==> src/rtl/env_pkg.sv <==
// Shared definitions for the envelope voice allocator and the envseq bank:
// allocator FSM states, envelope busy-flag meaning, and an index-width helper.
package env_pkg;

    // Allocator FSM: IDLE accepts an event, ALLOC picks/updates a voice,
    // TRIG drives the one-clock trigger pulse.
    typedef enum logic [1:0] {
        ST_IDLE  = 2'd0,
        ST_ALLOC = 2'd1,
        ST_TRIG  = 2'd2
    } alloc_state_t;

    // Meaning of an envseq voice_busy bit.
    localparam logic ENV_WAITING = 1'b0;
    localparam logic ENV_RUNNING = 1'b1;

    // Width of a voice index; never narrower than one bit.
    function automatic int VOICE_IDX_W(input int n);
        return (n <= 2) ? 1 : $clog2(n);
    endfunction

endpackage

==> src/rtl/voice_age_arb.sv <==
// Combinational oldest-voice finder: among gated voices, returns the one with
// the largest age; ties resolve to the lowest index. Used for voice stealing.
module voice_age_arb #(
    parameter int VOICES = 4,
    parameter int AGE_W  = 4,
    parameter int IDX_W  = 2
) (
    input  logic [VOICES*AGE_W-1:0] ages,
    input  logic [VOICES-1:0]       gates,
    output logic [IDX_W-1:0]        idx
);

    logic             found;
    logic [AGE_W-1:0] best_age;

    // Linear scan; strict '>' keeps the earlier (lower) index on equal ages.
    always_comb begin
        found    = 1'b0;
        best_age = '0;
        idx      = '0;
        for (int i = 0; i < VOICES; i++) begin
            if (gates[i] && (!found || ages[i*AGE_W +: AGE_W] > best_age)) begin
                found    = 1'b1;
                best_age = ages[i*AGE_W +: AGE_W];
                idx      = IDX_W'(i);
            end
        end
    end

endmodule

==> src/rtl/env_voice_alloc.sv <==
// Voice allocator for a bank of envseq envelope generators.
// Handshake: an event transfers on a clock edge where evt_valid && evt_ready;
// evt_ready is high only in IDLE while ena is high, and the source must hold
// evt_on/evt_note stable while evt_valid is high and not yet accepted.
// Optional feature macro VOICE_STEAL_EN: when defined, a note-on with no free
// voice steals the oldest gated voice; otherwise such a note-on is dropped.
module env_voice_alloc
    import env_pkg::*;
#(
    parameter int VOICES = 4,
    parameter int NOTE_W = 7,
    parameter int AGE_W  = 4,
    localparam int IDX_W = VOICE_IDX_W(VOICES)
) (
    input  logic                     clk,
    input  logic                     rst,
    input  logic                     ena,
    input  logic                     evt_valid,
    output logic                     evt_ready,
    input  logic                     evt_on,
    input  logic [NOTE_W-1:0]        evt_note,
    input  logic [VOICES-1:0]        voice_busy,
    output logic [VOICES-1:0]        voice_trig,
    output logic [VOICES-1:0]        voice_gate,
    output logic [VOICES*NOTE_W-1:0] voice_note,
    output logic [IDX_W-1:0]         alloc_idx,
    output logic                     alloc_stolen,
    output logic                     evt_drop,
    output logic [1:0]               dbg_state
);

    alloc_state_t             state_q, state_d;
    logic                     on_q, on_d;
    logic [NOTE_W-1:0]        enote_q, enote_d;
    logic [VOICES-1:0]        gate_q, gate_d;
    logic [VOICES*NOTE_W-1:0] vnote_q, vnote_d;
    logic [AGE_W-1:0]         age_q [VOICES];
    logic [AGE_W-1:0]         age_d [VOICES];
    logic [IDX_W-1:0]         alloc_idx_q, alloc_idx_d;
    logic                     stolen_q, stolen_d;
    logic                     drop_q, drop_d;

    logic                     hit_found, free_found;
    logic [IDX_W-1:0]         hit_idx, free_idx, old_idx;

`ifdef VOICE_STEAL_EN
    logic [VOICES*AGE_W-1:0]  ages_flat;

    // Flatten ages for the oldest-voice arbiter.
    always_comb begin
        ages_flat = '0;
        for (int i = 0; i < VOICES; i++) ages_flat[i*AGE_W +: AGE_W] = age_q[i];
    end

    voice_age_arb #(.VOICES(VOICES), .AGE_W(AGE_W), .IDX_W(IDX_W)) u_age_arb (
        .ages  (ages_flat),
        .gates (gate_q),
        .idx   (old_idx)
    );
`else
    assign old_idx = '0;
`endif

    // Lowest-index gated voice holding the latched note, and lowest free voice.
    always_comb begin
        hit_found  = 1'b0;
        hit_idx    = '0;
        free_found = 1'b0;
        free_idx   = '0;
        for (int i = 0; i < VOICES; i++) begin
            if (!hit_found && gate_q[i] && vnote_q[i*NOTE_W +: NOTE_W] == enote_q) begin
                hit_found = 1'b1;
                hit_idx   = IDX_W'(i);
            end
            if (!free_found && !gate_q[i] && voice_busy[i] != ENV_RUNNING) begin
                free_found = 1'b1;
                free_idx   = IDX_W'(i);
            end
        end
    end

    // Next-state and register updates; ena low holds everything including pulses.
    always_comb begin
        logic             do_alloc;
        logic             do_steal;
        logic [IDX_W-1:0] target;
        state_d     = state_q;
        on_d        = on_q;
        enote_d     = enote_q;
        gate_d      = gate_q;
        vnote_d     = vnote_q;
        age_d       = age_q;
        alloc_idx_d = alloc_idx_q;
        stolen_d    = 1'b0;
        drop_d      = 1'b0;
        do_alloc    = 1'b0;
        do_steal    = 1'b0;
        target      = '0;
        if (!ena) begin
            stolen_d = stolen_q;
            drop_d   = drop_q;
        end else begin
            case (state_q)
                ST_IDLE: begin
                    if (evt_valid) begin
                        on_d    = evt_on;
                        enote_d = evt_note;
                        state_d = ST_ALLOC;
                    end
                end
                ST_ALLOC: begin
                    state_d = ST_IDLE;
                    if (on_q) begin
                        if (hit_found) begin
                            do_alloc = 1'b1;
                            target   = hit_idx;
                        end else if (free_found) begin
                            do_alloc = 1'b1;
                            target   = free_idx;
                        end else begin
`ifdef VOICE_STEAL_EN
                            do_alloc = 1'b1;
                            do_steal = 1'b1;
                            target   = old_idx;
`endif
                        end
                        if (do_alloc) begin
                            for (int i = 0; i < VOICES; i++) begin
                                if (IDX_W'(i) == target) begin
                                    gate_d[i]                   = 1'b1;
                                    vnote_d[i*NOTE_W +: NOTE_W] = enote_q;
                                    age_d[i]                    = '0;
                                end else if (gate_q[i] && age_q[i] != {AGE_W{1'b1}}) begin
                                    age_d[i] = age_q[i] + 1'b1;
                                end
                            end
                            alloc_idx_d = target;
                            stolen_d    = do_steal;
                            state_d     = ST_TRIG;
                        end else begin
                            drop_d = 1'b1;
                        end
                    end else if (hit_found) begin
                        gate_d[hit_idx] = 1'b0;
                    end
                end
                ST_TRIG: state_d = ST_IDLE;
                default: state_d = ST_IDLE;
            endcase
        end
    end

    // State registers with synchronous reset.
    always_ff @(posedge clk) begin
        if (rst) begin
            state_q     <= ST_IDLE;
            on_q        <= 1'b0;
            enote_q     <= '0;
            gate_q      <= '0;
            vnote_q     <= '0;
            age_q       <= '{default: '0};
            alloc_idx_q <= '0;
            stolen_q    <= 1'b0;
            drop_q      <= 1'b0;
        end else begin
            state_q     <= state_d;
            on_q        <= on_d;
            enote_q     <= enote_d;
            gate_q      <= gate_d;
            vnote_q     <= vnote_d;
            age_q       <= age_d;
            alloc_idx_q <= alloc_idx_d;
            stolen_q    <= stolen_d;
            drop_q      <= drop_d;
        end
    end

    // Trigger is a one-hot pulse in TRIG, withheld while ena is low.
    always_comb begin
        voice_trig = '0;
        if (state_q == ST_TRIG && ena) voice_trig[alloc_idx_q] = 1'b1;
    end

    assign evt_ready    = (state_q == ST_IDLE) && ena;
    assign voice_gate   = gate_q;
    assign voice_note   = vnote_q;
    assign alloc_idx    = alloc_idx_q;
    assign alloc_stolen = stolen_q;
    assign evt_drop     = drop_q;
    assign dbg_state    = state_q;

endmodule

==> config.mk <==
export PLATFORM = sky130hd
export DESIGN_NAME = env_voice_alloc
export DESIGN_NICKNAME = d
export VERILOG_FILES = /design/src/rtl/env_pkg.sv /design/src/rtl/voice_age_arb.sv /design/src/rtl/env_voice_alloc.sv
export SDC_FILE = /design/constraint.sdc
export NUM_CORES = 1
export LEC_CHECK = 0
export ABC_AREA = 1
export CORE_ASPECT_RATIO = 0.75
export CORE_MARGIN = 2
export CORE_UTILIZATION = 51
export DETAILED_ROUTE_END_ITERATION = 8
export GPL_ROUTABILITY_DRIVEN = 0
export PLACE_DENSITY = 0.8
export SLEW_MARGIN = 20
export SYNTH_ARGS = -nofsm -noshare
export SYNTH_HDL_FRONTEND = slang
export SYNTH_SLANG_ARGS = --single-unit
==> constraint.sdc <==
create_clock -name clk -period 2.2 [get_ports clk]
set_input_delay 0.22 -clock clk [delete_from_list [all_inputs] [get_ports clk]]
set_output_delay 0.22 -clock clk [all_outputs]
set_load 0.1 [all_outputs]
==> results of run 1 <==
## cells by family (layout without fill, tap and decap cells)
family	Yosys count	in the layout	synth area share
AO/OA/AOI/OAI	41	41	0.0777
XOR/XNOR	2	2	0.00644
buffers and inverters	67	134	0.129
flip-flops	45	45	0.331
other	1	1	0.00138
AND/OR/NAND/NOR	271	271	0.454
## layout make-up
cell class / instances / area share
Sequential cell: 45 / 0.269
Inverter: 51 / 0.0587
Tap cell: 72 / 0.0250
Clock inverter: 1 / 0.00834
Multi-Input combinational cell: 315 / 0.424
Clock buffer: 7 / 0.0240
Timing Repair Buffer: 75 / 0.191
## cells in the final DEF, fill, tap and decap left out, types with 8 or more instances in the layout
master | synthesis | final
a21oi_1 | 20 | 20
buf_4 | 3 | 53
clkdlybuf4s50_1 | 0 | 15
dfxtp_2 | 0 | 38
inv_1 | 40 | 40
nand2_1 | 132 | 132
nand2_2 | 11 | 11
nand3_1 | 15 | 15
nor2_1 | 71 | 70
nor2_4 | 8 | 8
nor3_1 | 15 | 10
o21ai_0 | 19 | 19
## per-stage QoR
stage	worst slack, ns	hold slack (ns)
2_1_floorplan	0.0214	0.413
3_3_place_gp	0.146	0.458
3_5_place_dp	0.101	0.459
4_1_cts	0.0700	0.470
5_1_grt	0.00475	0.489
6_report	0.217	0.474
## cell usage after synthesis, types with 3 or more instances
cell type and count:
nor2_1 71, nand2_4 3, dfxtp_1 45, nor2_2 4
nand2_2 11, a21oi_1 20, o21ai_0 19, nor2_4 8
buf_6 9, nor3_1 15, clkbuf_1 3, inv_2 3
nand3_1 15, inv_1 40, nand2_1 132, nand4_1 6
inv_4 4, buf_4 3
## layer usage
metal  vias up  routed length [µm]  GRT usage
met5         -                   0          0
met2        95                3310      0.416
met3         6                 538     0.0465
met4         0                  59     0.0701
met1      1269                3540      0.378
li1       1450                   -          -
## worst max-delay path: cells and delay by family, from the launching register on
family                 cells  cell delay [ns]
buffers and inverters      4             0.41
DFF                        1             0.36
and+or+nand+nor           11             0.92
AOI/OAI and AO/OA          1             0.16
## final timing paths
check | startpoint | slack, ns | depth (start not counted) | end
setup / recovery | enote_q[6] | 0.22 | 16 | voice_note[5]
hold / removal | voice_gate[3] | 0.47 | 2 | voice_gate[3]
setup reg to reg | enote_q[6] | 0.22 | 16 | voice_note[5]
hold reg to reg | voice_gate[3] | 0.47 | 2 | voice_gate[3]
## power breakdown
part / internal (µW) / switching, µW / leakage, µW
Clock: 371 / 289 / 0.0000585
Combinational: 114 / 197 / 0.00124
Sequential: 827 / 31.1 / 0.000387
## state kept, by name (all words and copies together), names as in the netlist
| register | count |
|---|---|
| evt_drop | 1 |
| voice_gate | 4 |
| dbg_state | 2 |
| enote_q | 7 |
| on_q | 1 |
| alloc_idx | 2 |
| voice_note | 28 |
==> out/qor.csv, run 1 <==
metric;value;unit
Worst Path Max Fanout;9;
max incr delay on CP;0.36;ns
final wirelength;7440;µm
Setup Buffers After CTS;0;
Synth cell types;29;
antenna-violating nets left;0;
largest net degree at the start of global routing;37;
vias in the first global route;2504;
1st-iter DRT viols;173;
CP required;2.39;ns
Synth top area share;0.331;
Max Slew Vio Count;0;
post-synthesis cell area;2720;µm²
Clock Sinks;45;
crit path cell chain;buf_12, inv_4, nand2_1, nand2_1, nor2_1, nand2_2, inv_1, nand2_1, nand2_1, nor2_2, nand2_2, nand2_2, buf_12, nor2_4, o21ai_0, nor2_1;
setup TNS;0;ns
Slew Limit Headroom;0.663;
post-detail-place hpwl;5600;µm
syn nets;443;
chip height;67.2;µm
H-tree Lvls;2;
top cells by area, synth;dfxtp_1 (33%), nand2_1 (18%), nor2_1 (9.8%);
Placed Instance Area;3460;µm²
Fillers;424;
Final Util;0.719;
Yosys Warn Count;0;
n_diodes;0;
final setup skew;0.00716;ns
Skew-Pair Late Insertion Delay;0.30;ns
Post-CTS Hold Buffers;0;
Routed wire per std cell;13.2;µm
Crit Path Class;reg -> reg;
vias per std cell;4.98;
Clock Tree Buf Depth;2;
FF/Latch Area;967;µm²
FFs w/ async S/R, synth;0;
Highest Clock Rate;504;MHz
Synth area leader;dfxtp_1;
Inst Count DP;558;
Post-Layout Cell Count;566;
# Max-Cap Violations;0;
Rows;22;
clk slew on worst S/H paths;0.08;ns
slowest stage cell, crit path;dfxtp_2;
CTS tree;built;
Total Power;1830;µW
Core Box Area;5010;µm²
post-synthesis sequential area ratio;0.331;
Synth Register Bits;45;
Die X-Extent;88.3;µm
Area Growth Syn to Fin;32.3;%
status;finished clean;
number of flops mapped to enable cells by yosys;0;
TritonRoute pass-1 iters;4;
gr ovfl total;0;
Worst Tran Pin Value;0.505;ns
Syn Area/Cell;6.37;µm²
root buf cell;clkbuf_8;
die area;5940;µm²
initial antenna violation count;0;
nets@finish;509;
# DRC;0;
HP Class;reg -> reg;
PostCTS Resize Cnt;0;
CP Capture Type;flip-flop;
io pins;59;
PortBufs;57;
layout cells sized above 1;0.316;
global-route wire length before repair;12000;µm
crit start category;flip-flop;
Setup-failing EPs final;0;
Leakage;0.00168;µW
worst endpoint data arrival time;2.17;ns
starting density of the core;0.543;
vias;2820;
Tmin final;1.98;ns
VDD IR max;345;µV
Inserted Clock Buffers;5;
Multi-input gate area;1530;µm²
Final period util;0.901;
PD cells;508;nW/µm²
RSZ-0062 raised after global routing;false;
CP dominant cell by count;nand2_1;
all-layer global routing usage;0.265;
Finished Cell Area;3600;µm²
Syn Inst Count;427;
final hold violation count;0;
Synth Flop Type;dfxtp_1;
Power figures use the tool's default switching activity.
==> inputs of run 2 (changes only) <==
Settings changed: CELL_PAD_IN_SITES_DETAIL_PLACEMENT set to 0, CELL_PAD_IN_SITES_GLOBAL_PLACEMENT set to 1, CORE_UTILIZATION 51 to 35.
==> out/qor.csv, run 2 (synthesis gave the netlist of run 1 again) <==
metric;value;unit;change
Routed wire per std cell;14.1;µm;was 13.2 µm
CTS tree;built;;unchanged
nets@finish;526;;was 509
Max Slew Vio Count;0;;unchanged
chip height;80.3;µm;was 67.2 µm
Total Power;1860;µW;was 1830 µW
crit start category;flip-flop;;unchanged
most used routing layer;met2;;unchanged
PD cells;494;nW/µm²;was 508 nW/µm²
Fillers;742;;was 424
Highest Clock Rate;502;MHz;was 504 MHz
# DRC;0;;unchanged
max incr delay on CP;0.43;ns;was 0.36 ns
Inserted Clock Buffers;5;;unchanged
Area Growth Syn to Fin;37.9;%;was 32.3%
most frequent cells in the layout;nand2_1 (132), nor2_1 (71), buf_4 (70);;was nand2_1 (132), nor2_1 (70), buf_4 (53)
Setup-failing EPs final;0;;unchanged
all-layer global routing usage;0.212;;was 0.265
most common cell after layout, fill and taps aside;nand2_1;;unchanged
gr ovfl total;0;;unchanged
layout cells sized above 1;0.335;;was 0.316
met1 Use GR;0.317;;was 0.378
pre-CTS setup slack;-0.128;ns;was 0.101 ns
CP required;2.43;ns;was 2.39 ns
Die X-Extent;106;µm;was 88.3 µm
post-detail-place hpwl;6790;µm;was 5600 µm
final hold violation count;0;;unchanged
largest net degree at the start of global routing;37;;unchanged
n_diodes;0;;unchanged
# Max-Cap Violations;0;;unchanged
slowest stage cell, crit path;dfxtp_1;;was dfxtp_2
M2 GR Usage;0.324;;was 0.416
HP Class;reg -> reg;;unchanged
final setup skew;0.00548;ns;was 0.00716 ns
Rows;27;;was 22
die area;8500;µm²;was 5940 µm²
1st-iter DRT viols;156;;was 173
root buf cell;clkbuf_8;;unchanged
vias per std cell;4.68;;was 4.98
global-route wire length before repair;14000;µm;was 12,000 µm
clk slew on worst S/H paths;0.09;ns;was 0.08 ns
CP Capture Type;flip-flop;;unchanged
Worst Path Max Fanout;9;;unchanged
Tmin final;1.99;ns;was 1.98 ns
final worst slack;0.210;ns;was 0.217 ns
TritonRoute pass-1 iters;4;;unchanged
Crit Path Class;reg -> reg;;unchanged
initial antenna violation count;0;;unchanged
Skew-Pair Late Insertion Delay;0.29;ns;was 0.30 ns
VDD IR max;239;µV;was 345 µV
crit path cell chain;buf_4, nand2_1, nand2_1, nor2_1, nand2_1, nor2_4, nor2_4, nand3_2, nand2_4, nand2_2, nor2_4, o21ai_0, nor2_1;;was buf_12, inv_4, nand2_1, nand2_1, nor2_1, nand2_2, inv_1, nand2_1, nand2_1, nor2_2, nand2_2, nand2_2, buf_12, nor2_4, o21ai_0, nor2_1
antenna-violating nets left;0;;unchanged
vias in the first global route;2610;;was 2,504
Leakage;0.00176;µW;was 0.00168 µW
max reg flops;28;;unchanged
Final Util;0.505;;was 0.719
io pins;59;;unchanged
RSZ-0062 raised after global routing;false;;unchanged
PortBufs;57;;unchanged
worst endpoint data arrival time;2.22;ns;was 2.17 ns
Clock Sinks;45;;unchanged
Final period util;0.905;;was 0.901
Core Box Area;7430;µm²;was 5010 µm²
Post-CTS Hold Buffers;0;;unchanged
vias;2864;;was 2,820
status;finished clean;;unchanged
H-tree Lvls;2;;unchanged
final wirelength;8630;µm;was 7440 µm
met3 usage;0.0373;;was 0.0465
starting density of the core;0.366;;was 0.543
Clock Tree Buf Depth;2;;unchanged
==> run 2: changes by cell type in the layout (fill, tap and decap cells not counted) <==
cell,change
dfxtp_4,-3
buf_4,+17
dfxtp_2,+2
nor2_2,-1
nor2_1,+1
dfxtp_1,+1
==> run 2: per-layer routing <==
| layer | part of all wire | vias up | wire length (µm) |
|---|---|---|---|
| met5 | 0 | - | 0 |
| met4 | 0.0045 | 0 | 39 |
| met3 | 0.066 | 5 | 566 |
| met2 | 0.43 | 80 | 3670 |
| met1 | 0.50 | 1296 | 4350 |
| li1 | - | 1483 | - |
==> run 2: through the flow <==
step / cell area, µm² / hold slack [ns] / TNS (ns) / cells
finish: 3750 / 0.475 / 0 / 612
detailed placement: 3610 / 0.464 / -2.04 / 602
CTS: 3730 / 0.476 / 0 / 610
global placement: 3610 / 0.461 / -1.84 / 602
global route: 3750 / 0.492 / 0 / 612
floorplan: 2820 / 0.413 / 0 / 427
==> run 2: what timing repair did <==
action | in CTS | in global routing
resized for setup | 1 | 6
setup buffers | 0 | 2
pin swaps | 0 | 1
endpoints found under the setup margin | 32 | 28
endpoints found under the hold margin | 0 | 0
gates cloned | 0 | 0
==> run 2: cell type report <==
cell class                      count  area (µm²)  area share
Clock buffer                        7        86.3      0.0230
Inverter                           51         211      0.0564
Sequential cell                    45         958       0.255
Tap cell                          101         126      0.0337
Timing Repair Buffer               92         816       0.217
Multi-Input combinational cell    315        1520       0.406
Clock inverter                      1        30.0     0.00800
==> run 2: critical path: cells and delay by family (launching register included) <==
family	cells	cell delay [ns]
AND/OR/NAND/NOR	11	1.24
flip-flops	1	0.43
buffers and inverters	1	0.16
AO/OA/AOI/OAI	1	0.10
==> run 2: final timing paths <==
kind	slack, ns	depth (start not counted)	to	from
worst max register to register	0.21	13	voice_note[0]	enote_q[6]
worst min-delay path	0.48	2	evt_drop	evt_drop
worst max-delay path	0.21	13	voice_note[0]	enote_q[6]
worst min register to register	0.48	2	evt_drop	evt_drop
==> run 2: power by group <==
part / internal (µW) / leakage (µW) / switching [µW]
clock network: 371 / 0.0000585 / 294
registers: 828 / 0.000385 / 23.7
logic: 127 / 0.00132 / 211
==> inputs of run 3 (changes only) <==
Settings changed: REMOVE_ABC_BUFFERS set to 1, SETUP_SLACK_MARGIN set to 0.02.
==> out/qor.csv, run 3 (synthesis gave the netlist of run 1 again) <==
metric;value;unit;change
status;finished clean;;unchanged
Skew-Pair Late Insertion Delay;0.31;ns;was 0.29 ns
pre-CTS setup slack;-0.0703;ns;was -0.128 ns
Leakage;0.00162;µW;was 0.00176 µW
post-detail-place hpwl;5980;µm;was 6790 µm
vias;2773;;was 2,864
reg2reg setup slack;0.17;ns;was 0.21 ns
met3 usage;0.0349;;was 0.0373
# DRC;0;;unchanged
gr ovfl total;0;;unchanged
io pins;59;;unchanged
PD cells;490;nW/µm²;was 494 nW/µm²
Min-Delay Endpoint;evt_drop;;unchanged
CP Capture Type;flip-flop;;unchanged
root buf cell;clkbuf_8;;unchanged
most common cell after layout, fill and taps aside;nand2_1;;unchanged
max reg flops;28;;unchanged
Routed wire per std cell;13.6;µm;was 14.1 µm
initial antenna violation count;0;;unchanged
vias per std cell;4.66;;was 4.68
RSZ-0062 raised after global routing;false;;unchanged
die area;8500;µm²;unchanged
Rows;27;;unchanged
Max Slew Vio Count;0;;unchanged
met1 Use GR;0.278;;was 0.317
Setup-failing EPs final;0;;unchanged
slowest stage cell, crit path;dfxtp_1;;unchanged
HP Class;reg -> reg;;unchanged
Highest Clock Rate;493;MHz;was 502 MHz
cell depth of the worst flop-to-flop path;14;;was 13
Hold Path Depth;2;;unchanged
TritonRoute pass-1 iters;4;;unchanged
chip height;80.3;µm;unchanged
CP required;2.45;ns;was 2.43 ns
largest net degree at the start of global routing;37;;unchanged
most used routing layer;met1;;was met2
antenna-violating nets left;0;;unchanged
Tmin final;2.03;ns;was 1.99 ns
1st-iter DRT viols;145;;was 156
final hold violation count;0;;unchanged
worst endpoint data arrival time;2.28;ns;was 2.22 ns
most frequent cells in the layout;nand2_1 (132), nor2_1 (69), buf_4 (55);;was nand2_1 (132), nor2_1 (71), buf_4 (70)
Hold Path Origin;evt_drop;;unchanged
layout cells sized above 1;0.235;;was 0.335
crit path cell chain;buf_4, nand2_1, nand2_1, nor2_2, nand2_1, nor2_4, nor2_2, nand2_1, nand2_4, inv_2, nand3_2, nor2_4, nor2_1, nor2_1;;was buf_4, nand2_1, nand2_1, nor2_1, nand2_1, nor2_4, nor2_4, nand3_2, nand2_4, nand2_2, nor2_4, o21ai_0, nor2_1
max incr delay on CP;0.35;ns;was 0.43 ns
reg2reg start;enote_q[2];;was enote_q[6]
# Max-Cap Violations;0;;unchanged
Clock Sinks;45;;unchanged
Finished Cell Area;3490;µm²;was 3750 µm²
starting density of the core;0.366;;unchanged
vias in the first global route;2393;;was 2,610
CP dominant cell by count;nand2_1;;
all-layer global routing usage;0.188;;was 0.212
Core Box Area;7430;µm²;unchanged
nets@finish;510;;was 526
Die X-Extent;106;µm;unchanged
n_diodes;0;;unchanged
final wirelength;8090;µm;was 8630 µm
setup TNS;0;ns;unchanged
M2 GR Usage;0.275;;was 0.324
Area Growth Syn to Fin;28.3;%;was 37.9%
PortBufs;57;;unchanged
Clock Tree Buf Depth;2;;unchanged
VDD IR max;261;µV;was 239 µV
CTS tree;built;;unchanged
final setup skew;0.00847;ns;was 0.00548 ns
Crit Path Class;reg -> reg;;unchanged
global-route wire length before repair;12400;µm;was 14,000 µm
clk slew on worst S/H paths;0.08;ns;was 0.09 ns
final worst slack;0.170;ns;was 0.210 ns
Crit Reg-Reg Endpoint;voice_note[20];;was voice_note[0]
Total Power;1710;µW;was 1860 µW
crit start category;flip-flop;;unchanged
Placed Instance Area;3370;µm²;was 3610 µm²
Worst Path Max Fanout;7;;was 9
H-tree Lvls;2;;unchanged
Final period util;0.923;;was 0.905
Inserted Clock Buffers;5;;unchanged
[run 3: final cells by class]
class	instances	area [µm²]
fillers	784	3940
multi-input cells	316	1490
flip-flops and latches	45	911
repair buffers	75	663
inverters	51	211
well taps	101	126
clock buffers	7	86.3
[run 3: how the worst max path moves through the flow]
stage	end	slack [ns]	depth (start not counted)	startpoint
2_1_floorplan	enote_q[0]	-2.05	4	dbg_state[1]
3_3_place_gp	voice_note[13]	-0.08	13	enote_q[1]
3_5_place_dp	voice_note[3]	-0.07	13	enote_q[1]
4_1_cts	voice_note[5]	0.05	13	enote_q[5]
5_1_grt	alloc_idx[0]	0.03	14	enote_q[2]
6_report	voice_note[20]	0.17	14	enote_q[2]
[run 3: where the power goes]
part           leakage [µW]  switching, µW  internal (µW)  total [µW]
Sequential         0.000367           27.6            829         857
Combinational       0.00121            198            108         307
Clock             0.0000443            297            250         547
[run 3: per-stage QoR]
stage / instances / hold WS (ns) / util
2_1_floorplan: 411 / 0.289 / -
3_3_place_gp: 587 / 0.467 / 0.453
3_5_place_dp: 587 / 0.469 / 0.453
4_1_cts: 594 / 0.481 / 0.465
5_1_grt: 595 / 0.504 / 0.470
6_report: 595 / 0.474 / 0.470
[run 3: worst max-delay path, delay by kind of cell, from the launching register on]
| family | cells | cell delay, ns |
|---|---|---|
| and+or+nand+nor | 12 | 1.32 |
| DFF | 1 | 0.35 |
| buffers and inverters | 2 | 0.28 |
[run 3: timing repair]
| item | 4_1_cts | 5_1_grt |
|---|---|---|
| resized for setup | 1 | 11 |
| setup endpoints to repair | 31 | 32 |
| cloned | 0 | 1 |
| pin swaps | 0 | 2 |
| endpoints found under the hold margin | 0 | 0 |
| setup buffers | 0 | 0 |
| hold buffers | 0 | 0 |
[run 3: routing by layer]
layer / routed length, µm / up-vias / part of all wire
li1: - / 1455 / -
met1: 4260 / 1238 / 0.53
met2: 3320 / 73 / 0.41
met3: 422 / 7 / 0.052
met4: 91 / 0 / 0.011
met5: 0 / - / 0
